### src/rtl/uart_pkg.sv
// -----------------------------------------------------------------------------
// uart_pkg
// Shared definitions for the serial front end (transmitter and receiver):
//   - DBIT_DEFAULT : default width of the data storage
//   - PAR_*        : parity mode encodings carried on the 2-bit pbit input
//   - tx_state_e   : transmitter FSM state encoding
//   - helpers      : frame data width and parity-mode selection
// -----------------------------------------------------------------------------
package uart_pkg;

    localparam int DBIT_DEFAULT = 8;

    localparam logic [1:0] PAR_NONE = 2'd0;
    localparam logic [1:0] PAR_EVEN = 2'd1;
    localparam logic [1:0] PAR_ODD  = 2'd2;

    typedef enum logic [2:0] {
        ST_IDLE   = 3'd0,
        ST_START  = 3'd1,
        ST_DATA   = 3'd2,
        ST_PARITY = 3'd3,
        ST_STOP   = 3'd4
    } tx_state_e;

    // Only a runtime setting of 7 selects short frames; every other code means 8.
    function automatic int frame_data_bits(input logic [3:0] dbit);
        int width;
        if (dbit == 4'd7) begin
            width = 32'sd7;
        end else begin
            width = 32'sd8;
        end
        return width;
    endfunction

    // Turn the XOR of the data bits into the line parity bit for the mode.
    // Mode 3 is treated as "none", so it never produces a parity bit.
    function automatic logic apply_parity_mode(input logic xor_bit, input logic [1:0] pbit);
        logic par;
        case (pbit)
            PAR_EVEN: par = xor_bit;
            PAR_ODD:  par = ~xor_bit;
            default:  par = 1'b0;
        endcase
        return par;
    endfunction

    // True when a parity bit is inserted between the data and the stop interval.
    function automatic logic parity_enabled(input logic [1:0] pbit);
        logic en;
        case (pbit)
            PAR_EVEN: en = 1'b1;
            PAR_ODD:  en = 1'b1;
            default:  en = 1'b0;
        endcase
        return en;
    endfunction

endpackage

### src/rtl/parity_calculator.sv
// -----------------------------------------------------------------------------
// parity_calculator
// Combinational parity of a data word for the programmed frame format. Used by
// both the transmitter and the receiver so the two ends agree bit for bit.
// Ports:
//   data   [DBIT-1:0] in  : word whose low 7 or 8 bits form the frame payload
//   dbit   [3:0]      in  : data bits per frame (7 = short frame, else 8)
//   pbit   [1:0]      in  : parity mode (PAR_NONE / PAR_EVEN / PAR_ODD / none)
//   parity            out : parity bit to send/expect (0 when parity is off)
// -----------------------------------------------------------------------------
module parity_calculator
    import uart_pkg::*;
#(
    parameter int DBIT = DBIT_DEFAULT
) (
    input  logic [DBIT-1:0] data,
    input  logic [3:0]      dbit,
    input  logic [1:0]      pbit,
    output logic            parity
);

    logic xor_s;

    // Fold only the bits that actually go on the line; anything above the
    // frame width (bit 7 of a 7-bit frame, storage above bit 7) is ignored.
    always_comb begin
        xor_s = 1'b0;
        for (int i = 0; i < DBIT; i++) begin
            if (i < frame_data_bits(dbit)) begin
                xor_s = xor_s ^ data[i];
            end else begin
                xor_s = xor_s;
            end
        end
        parity = apply_parity_mode(xor_s, pbit);
    end

endmodule

### src/rtl/uart_tx.sv
// -----------------------------------------------------------------------------
// uart_tx
// Runtime-configurable UART transmitter. Sends start bit, 7 or 8 data bits LSB
// first, optional even/odd parity bit and a programmable stop interval. All
// timing advances only on the shared oversample enable s_tick.
// Ports:
//   clk, reset         in  : system clock, asynchronous active-high reset
//   dbit    [3:0]      in  : data bits per frame (7 sends din[6:0], else din[7:0])
//   pbit    [1:0]      in  : parity mode (0 none, 1 even, 2 odd, 3 none)
//   sb_tick [7:0]      in  : stop interval length in s_tick pulses (0 = 256)
//   os_tick [7:0]      in  : s_tick pulses per bit (0 = 256)
//   s_tick             in  : one-cycle oversample enable
//   tx_start           in  : send request, honoured only while ready
//   din     [DBIT-1:0] in  : word to transmit
//   tx                 out : registered serial line, idles high
//   ready              out : high while idle
//   tx_done_tick       out : one-cycle pulse on the final stop s_tick
// -----------------------------------------------------------------------------
module uart_tx
    import uart_pkg::*;
#(
    parameter int DBIT = DBIT_DEFAULT
) (
    input  logic            clk,
    input  logic            reset,
    input  logic [3:0]      dbit,
    input  logic [1:0]      pbit,
    input  logic [7:0]      sb_tick,
    input  logic [7:0]      os_tick,
    input  logic            s_tick,
    input  logic            tx_start,
    input  logic [DBIT-1:0] din,
    output logic            tx,
    output logic            ready,
    output logic            tx_done_tick
);

    tx_state_e        state_q, state_d;
    logic [7:0]       s_q, s_d;
    logic [2:0]       n_q, n_d;
    logic [DBIT-1:0]  b_q, b_d;
    logic             p_q, p_d;
    logic             tx_q, tx_d;

    logic             din_par_s;
    logic             done_s;
    logic [7:0]       os_last_s;
    logic [7:0]       sb_last_s;
    logic [2:0]       n_last_s;

    // Parity is computed on din directly so it is ready in the accept cycle.
    parity_calculator #(
        .DBIT (DBIT)
    ) u_parity_calculator (
        .data   (din),
        .dbit   (dbit),
        .pbit   (pbit),
        .parity (din_par_s)
    );

    // Terminal counts; 8-bit wrap makes a setting of 0 mean 256 ticks.
    always_comb begin
        os_last_s = os_tick - 8'd1;
        sb_last_s = sb_tick - 8'd1;
        if (dbit == 4'd7) begin
            n_last_s = 3'd6;
        end else begin
            n_last_s = 3'd7;
        end
    end

    // Next-state, counters, shift register and line level.
    always_comb begin
        state_d = state_q;
        s_d     = s_q;
        n_d     = n_q;
        b_d     = b_q;
        p_d     = p_q;
        done_s  = 1'b0;

        case (state_q)
            ST_IDLE: begin
                if (tx_start) begin
                    b_d     = din;
                    s_d     = 8'd0;
                    n_d     = 3'd0;
                    p_d     = din_par_s;
                    state_d = ST_START;
                end else begin
                    state_d = ST_IDLE;
                end
            end

            ST_START: begin
                if (s_tick) begin
                    if (s_q == os_last_s) begin
                        s_d     = 8'd0;
                        state_d = ST_DATA;
                    end else begin
                        s_d = s_q + 8'd1;
                    end
                end else begin
                    s_d = s_q;
                end
            end

            ST_DATA: begin
                if (s_tick) begin
                    if (s_q == os_last_s) begin
                        s_d = 8'd0;
                        b_d = b_q >> 1;
                        if (n_q == n_last_s) begin
                            n_d = 3'd0;
                            if (parity_enabled(pbit)) begin
                                state_d = ST_PARITY;
                            end else begin
                                state_d = ST_STOP;
                            end
                        end else begin
                            n_d = n_q + 3'd1;
                        end
                    end else begin
                        s_d = s_q + 8'd1;
                    end
                end else begin
                    s_d = s_q;
                end
            end

            ST_PARITY: begin
                if (s_tick) begin
                    if (s_q == os_last_s) begin
                        s_d     = 8'd0;
                        state_d = ST_STOP;
                    end else begin
                        s_d = s_q + 8'd1;
                    end
                end else begin
                    s_d = s_q;
                end
            end

            ST_STOP: begin
                if (s_tick) begin
                    if (s_q == sb_last_s) begin
                        s_d     = 8'd0;
                        done_s  = 1'b1;
                        state_d = ST_IDLE;
                    end else begin
                        s_d = s_q + 8'd1;
                    end
                end else begin
                    s_d = s_q;
                end
            end

            default: begin
                s_d     = 8'd0;
                n_d     = 3'd0;
                state_d = ST_IDLE;
            end
        endcase

        // The line level follows the state being entered, so every bit edge
        // lands on the clock edge that samples the terminal s_tick.
        case (state_d)
            ST_IDLE:   tx_d = 1'b1;
            ST_START:  tx_d = 1'b0;
            ST_DATA:   tx_d = b_d[0];
            ST_PARITY: tx_d = p_d;
            ST_STOP:   tx_d = 1'b1;
            default:   tx_d = 1'b1;
        endcase
    end

    // State and datapath registers; reset forces the line idle immediately.
    always_ff @(posedge clk or posedge reset) begin
        if (reset) begin
            state_q <= ST_IDLE;
            s_q     <= 8'd0;
            n_q     <= 3'd0;
            b_q     <= '0;
            p_q     <= 1'b0;
            tx_q    <= 1'b1;
        end else begin
            state_q <= state_d;
            s_q     <= s_d;
            n_q     <= n_d;
            b_q     <= b_d;
            p_q     <= p_d;
            tx_q    <= tx_d;
        end
    end

    assign tx           = tx_q;
    assign ready        = (state_q == ST_IDLE);
    assign tx_done_tick = done_s;

endmodule

### config.mk
export PLATFORM = sky130hd
export DESIGN_NAME = uart_tx
export DESIGN_NICKNAME = d
export VERILOG_FILES = /design/src/rtl/uart_pkg.sv /design/src/rtl/parity_calculator.sv /design/src/rtl/uart_tx.sv
export SDC_FILE = /design/constraint.sdc
export NUM_CORES = 1
export LEC_CHECK = 0
export BUFFER_PORTS_ARGS = -buffer_cell sky130_fd_sc_hd__buf_4
export CORE_ASPECT_RATIO = 1.5
export CORE_UTILIZATION = 50
export CTS_CLUSTER_SIZE = 25
export DETAILED_ROUTE_END_ITERATION = 8
export PLACE_DENSITY = 0.73
export SLEW_MARGIN = 40
export SYNTH_ARGS = -nofsm -noshare
export SYNTH_HDL_FRONTEND = slang
export SYNTH_SLANG_ARGS = --single-unit
### constraint.sdc
create_clock -name clk -period 5 [get_ports clk]
set_input_delay 0.25 -clock clk [delete_from_list [all_inputs] [get_ports clk]]
set_output_delay 0.25 -clock clk [all_outputs]
set_load 0.1 [all_outputs]
[Word-level counts from Yosys, hierarchy flattened]
Index checks and enable logic that the tools add are counted.
Storage, ports and cells
  register bits after elaboration: 24
  bits of input ports: 34
  output and inout port bits: 3
  logic and storage cells: 103
Operators by class
  $add $sub $neg: 4
  magnitude comparators: 8
  equal/unequal tests: 18
  multiplexer cells: 49
  bitwise gates (word level): 9
  reductions and logical operators: 8
Operators by type and width (number)
  8-bit 2-to-1 mux: 8
  3-bit 2-to-1 mux: 14
  8-bit case mux with 3 select lines: 1
  1-bit 2-to-1 mux: 20
  8-bit == test: 2
  3-bit by 4-bit < comparator with 1-bit output (first input constant): 4
  8-bit case mux with 2 select lines: 1
  8-bit by 1-bit subtractor with 8-bit output (second input constant): 2
  3-bit case mux with 5 select lines: 1
  3-bit by 2-bit == test with 1-bit output (second input constant): 4
  3-bit case mux with 3 select lines: 1
  8-bit by 1-bit adder with 8-bit output (second input constant): 1
  1-bit by 4-bit < comparator with 1-bit output (first input constant): 2
  2-bit by 4-bit < comparator with 1-bit output (first input constant): 2
  2-bit inequality test (second input constant): 4
  4-bit AND reduction: 2
  1-bit bitwise XOR: 7
  3-bit by 1-bit == test with 1-bit output (second input constant): 2
  3-bit OR reduction: 2
  4-bit by 3-bit == test with 1-bit output (second input constant): 1
  4-bit 2-to-1 mux: 1
  3-bit by 1-bit adder with 3-bit output (second input constant): 1
  3-bit == test: 1
  3-bit == test (second input constant): 1
  10 further kinds: 11

[Logic depth before layout (Yosys ltp)]
Gate-level depths: netlist of run 1.
  depth in word-level cells: 23
  mapped depth: 11
  depth with buffers taken out: 10

[Hierarchy]
From an unflattened synthesis of run 1, not the netlist that was laid out.
Second synthesis, totals
  cells, all modules: 209
  area, all modules: 1940.6 µm²
Modules (own cells, without submodules)
  uart_tx: instances 1, cells an instance 198, area each 1839.3 µm², sequential area each 601.8 µm²
  parity_calculator: instances 1, cells an instance 11, area each 101.3 µm², sequential area each 0.0 µm²

[Least setup slack after synthesis of run 1]
Ideal clock, no wire load.
  path type: register to register
  start: reg state_q[2]
  end: reg tx_q (netlist: tx)
  setup time: 0.082 ns
  arrival: 4.132 ns
  setup slack: 0.786 ns
  cell stages (with the launch flop): 9
  path buffers: 2
  period minus slack after synthesis: 4.214 ns
  path through: dfrtp_1 > clkbuf_1 > nor3_1 > and2_1 > buf_1 > inv_1 > o211a_1 > or4_1 > mux2_2
Between the ends
  elaborated cells between the ends (all ways): 21
RTL lines
  start: declaration: line uart_tx.sv:38  | tx_state_e state_q, state_d;
  start signal: assignment: line uart_tx.sv:186  | state_q <= state_d;
  3-bit zero test *
  via ready: line uart_tx.sv:34  | output logic ready,
  3-bit case mux with 5 select lines: line uart_tx.sv:81  | case (state_q)
  3-bit by 2-bit == test with 1-bit output / 3-bit by 1-bit == test with 1-bit output (equally long branches): line uart_tx.sv:166  | case (state_d)
  1-bit case mux with 3 select lines *: line uart_tx.sv:166
  via tx_d: line uart_tx.sv:43  | logic tx_q, tx_d;
  end signal: assignment: line uart_tx.sv:191  | tx_q <= tx_d;
  end: declaration: line uart_tx.sv:43
Mark *: on every way through the listed nets, which the timed path passes. The rest lies on a longest branch.
A chain may end at the register's enable or synchronous reset.

[Worst setup path in the final report of run 1]
  start: reg s_q[5]
  end: reg tx_q (netlist: tx)
Between the ends
  word-level cells in the longest chain between the ends: 6
  elaborated cells between the ends (all ways): 18
Ends and longest elaborated chain
  start: declaration: line uart_tx.sv:39  | logic [7:0] s_q, s_d;
  start signal: assignment: line uart_tx.sv:180  | s_q <= 8'd0;
  start signal: assignment: line uart_tx.sv:187  | s_q <= s_d;
  8-bit == test, on equally long branches
  3-bit 2-to-1 mux, on equally long branches (2 in series)
  3-bit case mux with 5 select lines: line uart_tx.sv:81
  3-bit by 2-bit == test with 1-bit output / 3-bit by 1-bit == test with 1-bit output (equally long branches): line uart_tx.sv:166
  1-bit case mux with 3 select lines *: line uart_tx.sv:166
  via tx_d: line uart_tx.sv:43
Mark *: on every way through the listed nets, which the timed path passes. The rest lies on a longest branch. The select of a mux whose other input is x is not followed.

==> results by stage, run 1 <==
Clock network:
- The number of clock buffers added by TritonCTS is 3.
- The clock edge transition at the registers on the reported setup and hold paths is 0.09 ns.
- CTS built an H-tree with a depth of 1.
- The number of setup buffers added after CTS is 0.
- The maximum root-to-sink buffer count is 2.
- Clock tree synthesis selected as its root buffer the cell clkbuf_8.
- The number of gates given a new drive strength after cts is 0.
- Clock tree synthesis found a total of 24 sinks.
- TritonCTS built the clock tree.
- In this run, post-CTS hold repair placed 0 buffers.
- The clock reaches the later pin of the worst-skew pair after roughly 0.27 ns.

Finish:
- 0 antenna diodes ended up in the layout.
- The area growth from synthesis to layout is 19.5%.
- The multi-input combinational cells in the finished layout cover a total of 1230 sq um.
- The filler cells instantiated in the layout total 347.
- In the final layout, the share of cells above drive strength 1 is 19.8%.
- The sequential cells in the finished layout cover a total of 602 sq um.
- The post-layout utilization of the core is between 60% and 70%.
- At the end of the flow, the number of nets in the layout was 294.

Global routing:
- The number of global-route vias before repair is ~1700.
- The first global-routing pass estimated 7.17 mm of wire.
- Summed over all layers, the global routing overflow is 0.
- The maximum number of pins on one net before global-route repair is 25.
- Global routing consumed, over all layers together, 23.0% of the routing resources.
- The initial antenna violation count is 0.

Power:
- The leakage power of the design is 1.06 nW.
- The ratio of total power to cell area is 372 nW/um^2.
- IR analysis of the VDD net gives a maximum drop of 0.270 mV.

Logic synthesis:
- The synthesized design spends more area on one cell type than any other, namely dfrtp_1.
- The warning count from the yosys run is 0.
- After synthesis, flip-flops and latches occupy 31.7% of the total area.
- The share of the synthesized area in the top cell type is 30.3%.
- The gate count of the mapped netlist is 219.
- By count the netlist is led by dfrtp_1, nand2_1, nor2_1, xnor2_1, xor2_1.
- The average cell area after synthesis is 8.68 sq um.
- Yosys attributes the largest share of cell area to dfrtp_1, xnor2_1, xor2_1.
- The async set or reset register ratio after synthesis is 100%.
- In this run, synthesis inferred 0 flip-flops with an integrated enable.
- Counting every net in the synthesized netlist gives 259.
- The number of synthesized register bits is 24.
- In this run, distinct cell masters in the synthesized netlist total between 50 and 60.
- The most common flop cell mapped by yosys is dfrtp_1.
- The area of the mapped netlist is 1900 sq um.

Floorplan:
- The die covers 4060 sq um.
- The effective utilization at floorplan is 52.1%.
- The area of the core region is 3650 sq um.
- The overall die width is 52.3 microns.
- The number of core rows is 27.
- The number of I/O pins is 37.
- The die height is 77.5 microns.

Min path:
- The path class of the tightest hold or removal check is primary input to asynchronous set/reset pin.

Placed design:
- Summed over all nets, the half-perimeter wirelength after detailed placement is 3.33 mm.
- The total of buffers placed on input and output ports is 36.
- The final weighted congestion of routability-driven global placement is 0.853.

Setup path:
- The highest fanout seen on the critical path is 8.
- The critical path start-end classification is flop to flop.
- The cell depth of the worst flop-to-flop path is 7.
- Walking the worst path, the cells encountered are xor2_1 > xnor2_1 > nor2b_1 > nand4_4 > o31a_1 > or4_1 > mux2_2.
- At the worst endpoint, the required time is 5.20 ns.
- STA classifies the critical path endpoint as a flop.
- The worst setup path is launched from a flop.
- Among all stages on the critical path, the largest delay is contributed by or4_1.
- For this run, the slowest stage of the critical path takes roughly 0.52 ns.
- At the worst endpoint, the arrival time is 2.80 ns.

Timing:
- The number of endpoints with negative hold slack in the final report is 0.
- The final number of setup-violating endpoints is 0.
- For the pin with the worst max-slew slack, the measured transition is 0.556 ns.
- The max-slew violation count is 0.
- The worst clock skew on the final layout is 0.00835 ns.
- Summed over all failing endpoints, the final setup total negative slack is 0 ns.
- Setup repair after global routing left no endpoint under its margin.
- The peak clock frequency supported by timing is 0.384 GHz.
- The final critical path time including I/O delays and setup is 2.60 ns.
- After layout, the worst path uses 52.1% of the clock period.
- The worst pin sits at a relative slew slack of ~63%.

Routing:
- The remaining antenna violation count after routing is 0.
- Dividing the detail-routed wire length by the instance count gives 14.0 microns.
- The number of remaining DRC errors is 0.
- In the routed layout, each cell is associated on average with a via count of 5.69.
- The detailed router's first-iteration violation count is 31.
- The number of search-and-repair iterations in the first detailed-routing pass is 4.
- The overall via count from detail_route is between 1500 and 2000.
- Summed over all layers, the routed wires come to 4.14 mm.

Run status:
- The flow ran to the end, and the final reports show no timing, DRC or antenna violations.

Flow run:
- The max-capacitance violation count is 0.
==> sequential cells by signal, summed over array words and instances (netlist names) <==
name	flops
b_q	8
p_q	1
n_q	3
state_q	3
s_q	8
tx	1
==> path summary, 6_finish.rpt <==
path / start / endpoint / slack [ns]
hold reg to reg: b_q[2]$_DFFE_PP0P_ / b_q[2]$_DFFE_PP0P_ / 0.48
min in group clk: din[7] / b_q[7]$_DFFE_PP0P_ / 0.22
max in group asynchronous: reset / tx$_DFF_PP1_ / 4.62
setup / recovery: s_q[5]$_DFFE_PP0P_ / tx$_DFF_PP1_ / 2.40
setup reg to reg: s_q[5]$_DFFE_PP0P_ / tx$_DFF_PP1_ / 2.40
hold / removal: reset / s_q[2]$_DFFE_PP0P_ / 0.001
==> per-stage QoR <==
stage	instances	total power, mW	area (sq um)	hold slack [ns]	worst slack [ns]
finish	296	0.846	2270	0.00126	2.40
global route	296	0.906	2270	0.0379	2.26
CTS	296	0.854	2270	0.0171	2.37
detailed placement	292	0.682	2200	0.318	2.15
global placement	292	0.673	2200	0.461	2.22
floorplan	219	0.587	1900	0.264	0.786
==> layout make-up <==
class                           instances  area share [%]
Clock buffer                            3            1.82
Multi-Input combinational cell        178            54.3
Inverter                               11            1.82
Clock inverter                          1            1.32
Tap cell                               43            2.37
Sequential cell                        24            26.5
Timing Repair Buffer                   36            11.9
==> layout by cell type, fill, tap and decap left out, drive strengths merged, types with 3 or more instances in the layout <==
cell and instances:
nand3 5, nor2 18, nor2b 8, inv 11
nand4 5, nand2 24, a21oi 7, a31oi 3
nor4 3, a22oi 6, xor2 16, clkbuf 3
buf 36, nand2b 7, xnor2 16, o21bai 3
o21ai 6, dfrtp 23, mux2 3, and3 5
ha 6, nor3 6
==> critical path: cells and delay by family (launching register included) <==
kind,cells,cell delay [ns]
xor gates and xnor gates,2,0.49
and+or+nand+nor,3,0.95
DFF,1,0.49
AOI/OAI and AO/OA,1,0.33
muxes,1,0.27
==> power breakdown <==
group	leakage [nW]	internal, mW	switching [mW]	total [mW]
combinational	0.715	0.157	0.191	0.348
clock	0.0357	0.107	0.0634	0.170
sequential	0.307	0.251	0.0761	0.327
==> cells by family (layout without fill, tap and decap cells) <==
logic type	count (synthesis)	after routing	synth area share [%]
AOI/OAI and AO/OA	40	40	15.7
xor gates and xnor gates	32	32	14.7
adders and majority gates	6	6	3.95
buffers and inverters	17	51	3.49
DFF	24	24	31.7
muxes	5	5	2.83
and+or+nand+nor	95	95	27.6
==> layer usage <==
metal	track usage [%]	part of all wire, %
met2	44.4	56
met5	0	0
met3	2.94	2.8
met1	24.3	40
met4	6.58	0.87
Note: power is estimated with default switching activity, not from simulation.
==> inputs of run 2 (changes only) <==
--- a/config.mk
+++ b/config.mk
@@ -10,7 +10,7 @@
 export CORE_UTILIZATION = 50
 export CTS_CLUSTER_SIZE = 25
 export DETAILED_ROUTE_END_ITERATION = 8
-export PLACE_DENSITY = 0.73
+export PLACE_DENSITY = 0.76
 export SLEW_MARGIN = 40
 export SYNTH_ARGS = -nofsm -noshare
 export SYNTH_HDL_FRONTEND = slang
==> constraint.sdc (replaced) <==
create_clock -name clk -period 2.38 [get_ports clk]
set_input_delay 0.119 -clock clk [delete_from_list [all_inputs] [get_ports clk]]
set_output_delay 0.119 -clock clk [all_outputs]
set_load 0.1 [all_outputs]
==> results by stage, run 2 (synthesis gave the netlist of run 1 again) <==
Timing:
- Based on the critical path, the design can be clocked at up to 0.425 GHz.
- The final critical path time including I/O delays and setup is 2.35 ns.
- In this run the tightest slew margin relative to its limit is 64.6%.
- The worst clock skew on the final layout is between 0.002 and 0.003 ns.
- The number of endpoints with negative hold slack in the final report is 0.
- The transition time of the tightest slew-check pin is 0.530 ns.
- The final number of setup-violating endpoints is 0.
- The max-slew violation count came to 0.
- The final worst-path cycle share is 98.9%.
- The final worst setup slack is 0.0270 ns.

Power:
- Dividing total power by cell area gives a power density of 808 nW/um^2.
- In this run, the clock network consumes 17.4% of the power.
- Of the total power, combinational logic draws slightly above 50%.
- The sequential fraction of design power is 30.9%.
- The net switching share of the total power is 38.4%.
- The peak supply drop is 0.611 mV.
- The internal portion of total power is 1.28 mW.
- The net switching power of the design is ~800 uW.
- The leakage power of the design is 1.23 nW.

Routing:
- In the detailed route, the total length drawn on met2 is 2.80 mm.
- For this block, the initial DRC count from the detailed router was 29.
- The detailed-route wire length on metal 1 is 1.70 mm.
- In this run the remaining antenna-violating nets after routing total 0.
- The number of remaining DRC errors is 0.
- The routed design uses roughly 140 microns of met3 wire.
- The highest metal layer with signal wires is met4.
- Dividing the detail-routed via count by the number of cells gives 5.69.
- The routed design has just under 5 mm of wire.
- The overall via count from detail_route is 1850.
- The number of search-and-repair iterations in the first detailed-routing pass is 4.
- The average wire per standard cell is 14.9 microns.

Global routing:
- The global-route wire length before repair is 7.78 mm.
- After global routing the overflow that remains totals 0.
- The initial antenna violation count is 0.
- The maximum number of pins on one net before global-route repair is 25.
- The number of global-route vias before repair is approximately 1900.
- For this run, the total global-route usage over all layers was measured as 25.5%.

Finish:
- After the last flow step, the layout net total stands at 323.
- 0 antenna diodes ended up in the layout.
- The area taken by multi-input logic gates is 1300 sq um.
- Leaving out fill and tap cells, the most frequent cells in the layout are buf_4, nand2_1, dfrtp_1.
- The final-layout fill cell count is between 300 and 400.
- Summing all flip-flop and latch instances after layout gives 603 sq um.
- The post-layout utilization of the core is ~70%.
- Cells with a size suffix above 1 make up 31.9% of the layout.
- The most common cell after layout, fill and taps aside is buf_4.
- The area growth from synthesis to layout is 35.2%.
- The largest registers in the layout are b_q x8, s_q x8.

Floorplan:
- In this run the vertical extent of the chip is 77.5 microns.
- The number of I/O pins is 37.
- For this configuration, the core starts out at a cell density of 52.1%.
- The number of core rows is 27.
- The core region is between 3000 and 4000 sq um.
- The die covers between 4000 and 5000 sq um.
- The die is about 52 microns wide.

Setup path:
- At the worst endpoint, the required time is 2.58 ns.
- The worst setup path is captured at a flop.
- The element type at the critical path start is a flop.
- STA puts the critical path data arrival time at 2.56 ns.
- The critical path start-end classification is flop to flop.
- Along the worst path, the maximum fanout reaches 7.

Clock network:
- The clock edge transition at the registers on the reported setup and hold paths is 0.09 ns.
- No sink is reached through more buffers than the 2 on the longest clock path.
- The cell sitting at the root of the clock tree is a clkbuf_8.
- The TritonCTS clock tree is yes.
- The number of sinks on the clock net is 24.
- The latest clock arrival within the worst-skew pair is about 0.27 ns.
- Buffers inserted during clock tree synthesis total 3.
- In this run the number of H-tree levels came out at 1.

Placed design:
- The sum of net half-perimeters after detailed placement is 3.69 mm.
- At the end of routability-driven placement, the weighted congestion stood at between 0.8 and 0.9.
- Input and output buffers added on the ports amount to 36.
- At the placement stage, the worst setup path has a slack of -0.180 ns.

Flow run:
- Across the run, the number of max-cap violations was 0.

Run status:
- The run finished with clean final reports.

Min path:
- The kind of path behind the tightest hold check is primary input to flop.
## run 2: cell count changes in the layout (fill, tap and decap cells not counted), moves of 2 or more
cell and delta:
nor2b_4 +2, buf_6 +3, buf_4 +25, nor2b_1 -3
## run 2: layout make-up
type	instances	area share (%)
timing repair buffer	65	19.5
inverter	11	1.61
sequential	24	23.5
clock buffer	3	1.61
multi-input combinational	178	50.5
tap	43	2.09
clock inverter	1	1.17
## run 2: stage by stage
stage	power, mW	cell area (sq um)	setup TNS [ns]	hold slack, ns	cells
floorplan	1.26	1940	-0.192	0.133	219
global placement	1.56	2380	-0.108	0.354	314
detailed placement	1.59	2380	-0.180	0.190	314
CTS	2.01	2500	0	0.0922	322
global route	2.22	2570	-0.0163	0.0989	325
finish	2.08	2570	0	0.0955	325
## run 2: timing repair
item | in CTS | in global routing
pin swaps | 1 | 7
gates resized for setup | 3 | 10
hold buffers | 1 | 0
buffers inserted | 3 | 3
endpoints found under the setup margin | 1 | 3
hold endpoints to repair | 23 | 0
## run 2: metal layers
| layer | up-vias | global-route usage (%) |
|---|---|---|
| met1 | 890 | 25.4 |
| met5 | - | 0 |
| met2 | 47 | 48.1 |
| met3 | 16 | 2.75 |
| li1 | 897 | - |
| met4 | 0 | 13.9 |
## run 2: worst max-delay path, cell delays in order (launching register included)
cell and delay, ns:
dfrtp_2 0.47, a211oi_1 0.33, o21bai_1 0.16, nand2_2 0.10, nand4_4 0.09, buf_6 0.14, o211a_1 0.20, or4_1 0.52
mux2_4 0.28
## run 2: final timing paths
path	end	cells after the start	slack, ns	start
min	b_q[1]$_DFFE_PP0P_	3	0.1	din[1]
max reg2reg	tx$_DFF_PP1_	8	0.03	s_q[6]$_DFFE_PP0P_
max in group asynchronous	s_q[6]$_DFFE_PP0P_	3	1.58	reset
min in group asynchronous	s_q[4]$_DFFE_PP0P_	3	0.44	reset
min reg2reg	b_q[5]$_DFFE_PP0P_	2	0.48	b_q[5]$_DFFE_PP0P_
max	tx$_DFF_PP1_	8	0.03	s_q[6]$_DFFE_PP0P_
## run 2: power by group through the flow
stage	combinational [mW]	clock, mW	sequential, mW
finish	1.07	0.362	0.643
global route	1.17	0.389	0.655
CTS	1.01	0.364	0.640
detailed placement	0.938	0	0.650
global placement	0.918	0	0.647
floorplan	0.580	0	0.675
==> inputs of run 3 (changes only) <==
--- a/config.mk
+++ b/config.mk
@@ -5,12 +5,13 @@
 export SDC_FILE = /design/constraint.sdc
 export NUM_CORES = 1
 export LEC_CHECK = 0
+export ABC_AREA = 1
 export BUFFER_PORTS_ARGS = -buffer_cell sky130_fd_sc_hd__buf_4
 export CORE_ASPECT_RATIO = 1.5
 export CORE_UTILIZATION = 50
 export CTS_CLUSTER_SIZE = 25
 export DETAILED_ROUTE_END_ITERATION = 8
-export PLACE_DENSITY = 0.76
+export PLACE_DENSITY = 0.75
 export SLEW_MARGIN = 40
 export SYNTH_ARGS = -nofsm -noshare
 export SYNTH_HDL_FRONTEND = slang
==> results by stage, run 3 <==
Logic synthesis:
- The synthesized netlist occupies a cell area of 2200 sq um.
- The synthesized design devotes to its leading area cell type 26.2% of total area.
- The gate count of the mapped netlist is 306.
- The share of the Yosys chip area taken by registers is between 20% and 30%.
- Yosys attributes the largest share of cell area to dfrtp_1, nand2_1, inv_1.
- The count of different cell masters after synthesis is 42.
- The dominant cell by count in the synthesized netlist is nand2_1.
- Of all cell types, the one taking the most synthesized area is dfrtp_1.
- The async set or reset register ratio after synthesis is 100%.
- The commonest cells after synthesis are nand2_1, inv_1, nor2_1, dfrtp_1, nand3_1.
- The most common flop cell mapped by yosys is dfrtp_1.
- The net count after synthesis is 346.
- In this run, synthesis inferred 0 flip-flops with an integrated enable.
- During synthesis, Yosys emitted a total of 0 warnings.
- Averaged over all synthesized cells, the footprint is roughly 7.2 sq um.
- Synthesis inferred 24 register bits.

Global routing:
- In the global route stage, met2 resource usage came out at between 40% and 50%.
- The global-route wire length before repair is 8.25 mm.
- Global routing consumed, on the met1 layer, 23.8% of the routing resources.
- The busiest layer in global routing is met2.
- The total congestion overflow after global routing is 0.
- The initial antenna violation count came to 0.
- The overall global routing resource usage is 21.9%.
- The maximum number of pins on one net before global-route repair is 25.
- The global-route met3 utilization is ~1.9%.
- The number of global-route vias before repair came to 2011.

Setup path:
- The arrival time reported for the critical path endpoint is between 2 and 2.5 ns.
- Among the stages of the critical path, the cell type that occurs most often is nor2_2.
- The element type at the critical path start is a flop.
- The highest fanout seen on the critical path is 5.
- For the worst setup path, the data required time is 2.26 ns.
- Walking the worst path, the cells encountered are inv_1 > nor2_1 > o21ai_0 > nor4_1 > nand3_1 > nor2_2 > nand2_1 > nor2_2 > buf_6.
- The worst setup path is captured at an output pin.
- The largest individual stage delay along the critical path comes from the cell dfrtp_1.
- The critical path start-end classification is flop to output pin.
- For this run, the slowest stage of the critical path takes 0.48 ns.

Run status:
- The run finished with clean final reports.

Flow run:
- The max-capacitance violation count is 0.

Routing:
- In the routed layout, each cell is associated on average with a via count of 5.12.
- The routed design has 4.74 mm of wire.
- The routed layout has 1998 vias.
- The number of search-and-repair iterations in the first detailed-routing pass is 4.
- Dividing the detail-routed wire length by the instance count gives 12.1 microns.
- The number of remaining DRC errors is 0.
- The detailed router's first-iteration violation count is 49.
- The remaining antenna violation count after routing is 0.

Floorplan:
- The overall die width is 56.1 microns.
- Pin placement for this block handled 37 I/O pins.
- The core region is 4210 sq um.
- The die is 83.2 microns tall.
- The floorplan has 29 rows.
- The overall die area is 4670 sq um.
- The effective utilization at floorplan is 52.2%.

Timing:
- In this run the tightest slew margin relative to its limit is 66.5%.
- The peak clock frequency supported by timing is 0.464 GHz.
- Across all setup checks in the final design, the least slack found is 0.226 ns.
- Setup violations remaining at the end of the flow were counted as 0.
- For the pin with the worst max-slew slack, the measured transition is ~0.5 ns.
- The max-slew violation count is 0.
- The aggregate negative setup slack is 0 ns.
- In the finished design, the share of the clock period the worst path needs comes to 90.5%.
- The number of endpoints with negative hold slack in the final report was 0.
- Setup repair after global routing left no endpoint under its margin.
- Final hold analysis gives a worst-case slack of 0.0826 ns.
- The worst clock skew on the final layout is 0.00264 ns.
- After layout, the minimum clock period comes to 2.15 ns.

Power:
- Summed over all cells, the static leakage comes to around 1.2 nW.
- The peak supply drop is around 0.51 mV.
- Power spread over the standard cell area amounts to 702 nW/um^2.

Finish:
- The share of final-layout standard cells stronger than drive strength 1 is 24.7%.
- Compared with the post-synthesis result, the final layout area differs by 17.2%.
- In the final layout, the registers with the most flip-flops are b_q x8, s_q x8.
- The number of antenna diodes in the final layout is 0.
- The final-layout fill cell count is ~420.
- After the last flow step, the layout net total stands at 385.
- The final cell area excluding filler cells is 2570 sq um.
- Leaving out filler cells and counting taps, the final layout contains about 400.
- In the layout the commonest cells are nand2_1, inv_1, buf_4.
- The most common cell after layout, fill and taps aside is nand2_1.

Clock network:
- The number of sinks on the clock net is 24.
- The deepest level of the CTS H-tree is 1.
- The longest clock path from root to sink contains 2 buffers.
- TritonCTS built the clock tree.
- After clock tree synthesis, the clock-pin slew on the worst setup and hold paths is 0.08 ns.
- CTS placed an instance of clkbuf_8 at the clock tree root.
- The number of setup buffers added after CTS is 0.
- The latest clock arrival within the worst-skew pair is between 0.2 and 0.3 ns.
- The number of buffers inserted during clock tree synthesis is 3.

Placed design:
- Detailed placement finished with a half-perimeter wire length of 3.88 mm.
- In this run the cell area measured after placement is 2500 sq um.
- Timing analysis after detailed placement gives a worst setup slack of 0.334 ns.
- The final weighted congestion of routability-driven global placement is 0.806.
- The cell count after placement is 385.
- Buffers placed on the I/O ports in this run total 36.

Min path:
- The path class of the tightest hold or removal check is primary input to flop.
run 3: metal layers:
layer / wire length (microns) / vias up / share of wire, %
li1: - / 1035 / -
met1: 1960 / 909 / 41
met2: 2540 / 44 / 54
met3: 121 / 10 / 2.6
met4: 123 / 0 / 2.6
met5: 0 / - / 0
run 3: final timing paths:
| path | startpoint | to | slack, ns | cells past startpoint |
|---|---|---|---|---|
| setup / recovery | s_q[0]$_DFFE_PP0P_ | tx_done_tick | 0.23 | 9 |
| hold reg to reg | b_q[2]$_DFFE_PP0P_ | b_q[1]$_DFFE_PP0P_ | 0.49 | 2 |
| setup reg to reg | s_q[5]$_DFFE_PP0P_ | tx$_DFF_PP1_ | 0.46 | 11 |
| min in group asynchronous | reset | s_q[1]$_DFFE_PP0P_ | 0.44 | 3 |
| hold / removal | din[7] | b_q[7]$_DFFE_PP0P_ | 0.08 | 2 |
| max in group asynchronous | reset | tx$_DFF_PP1_ | 1.58 | 3 |
run 3: kinds of logic after synthesis:
group	count (synthesis)	synth area share, %
AOI/OAI and AO/OA	24	8.32
xor gates and xnor gates	32	12.8
adders and majority gates	6	3.42
buffers and inverters	50	9.12
DFF	24	27.4
muxes	1	0.456
and+or+nand+nor	169	38.5
run 3: worst max-delay path, delay by kind of cell (launching register included):
| kind | cells | cell delay (ns) |
|---|---|---|
| flip-flops | 1 | 0.48 |
| AND/OR/NAND/NOR | 6 | 0.87 |
| buffers and inverters | 2 | 0.34 |
| AO/OA/AOI/OAI | 1 | 0.08 |
run 3: report_power, final:
group / switching [mW] / leakage, nW / internal (mW) / total [mW]
clock: 0.129 / 0.0288 / 0.148 / 0.276
sequential: 0.147 / 0.297 / 0.548 / 0.695
combinational: 0.493 / 0.899 / 0.341 / 0.834
total: 0.768 / 1.22 / 1.04 / 1.81
run 3: final cells by class:
| class | instances | area [sq um] | share of cell area, % |
|---|---|---|---|
| multi-input cells | 232 | 1400 | 54.3 |
| flip-flops and latches | 24 | 602 | 23.4 |
| inverters | 47 | 179 | 6.95 |
| clock buffers | 4 | 55.1 | 2.14 |
| well taps | 46 | 57.6 | 2.24 |
| repair buffers | 37 | 284 | 11.0 |
run 3: what timing repair did:
item,4_1_cts,5_1_grt
setup endpoints to repair,0,1
endpoints found under the hold margin,23,0
resized for setup,0,1
hold buffers,1,0
run 3: through the flow:
step	util [%]	power (mW)
6_report	61.1	1.81
5_1_grt	61.1	1.95
4_1_cts	61.1	1.81
3_5_place_dp	59.5	1.53
3_3_place_gp	59.5	1.51
2_1_floorplan	-	1.33
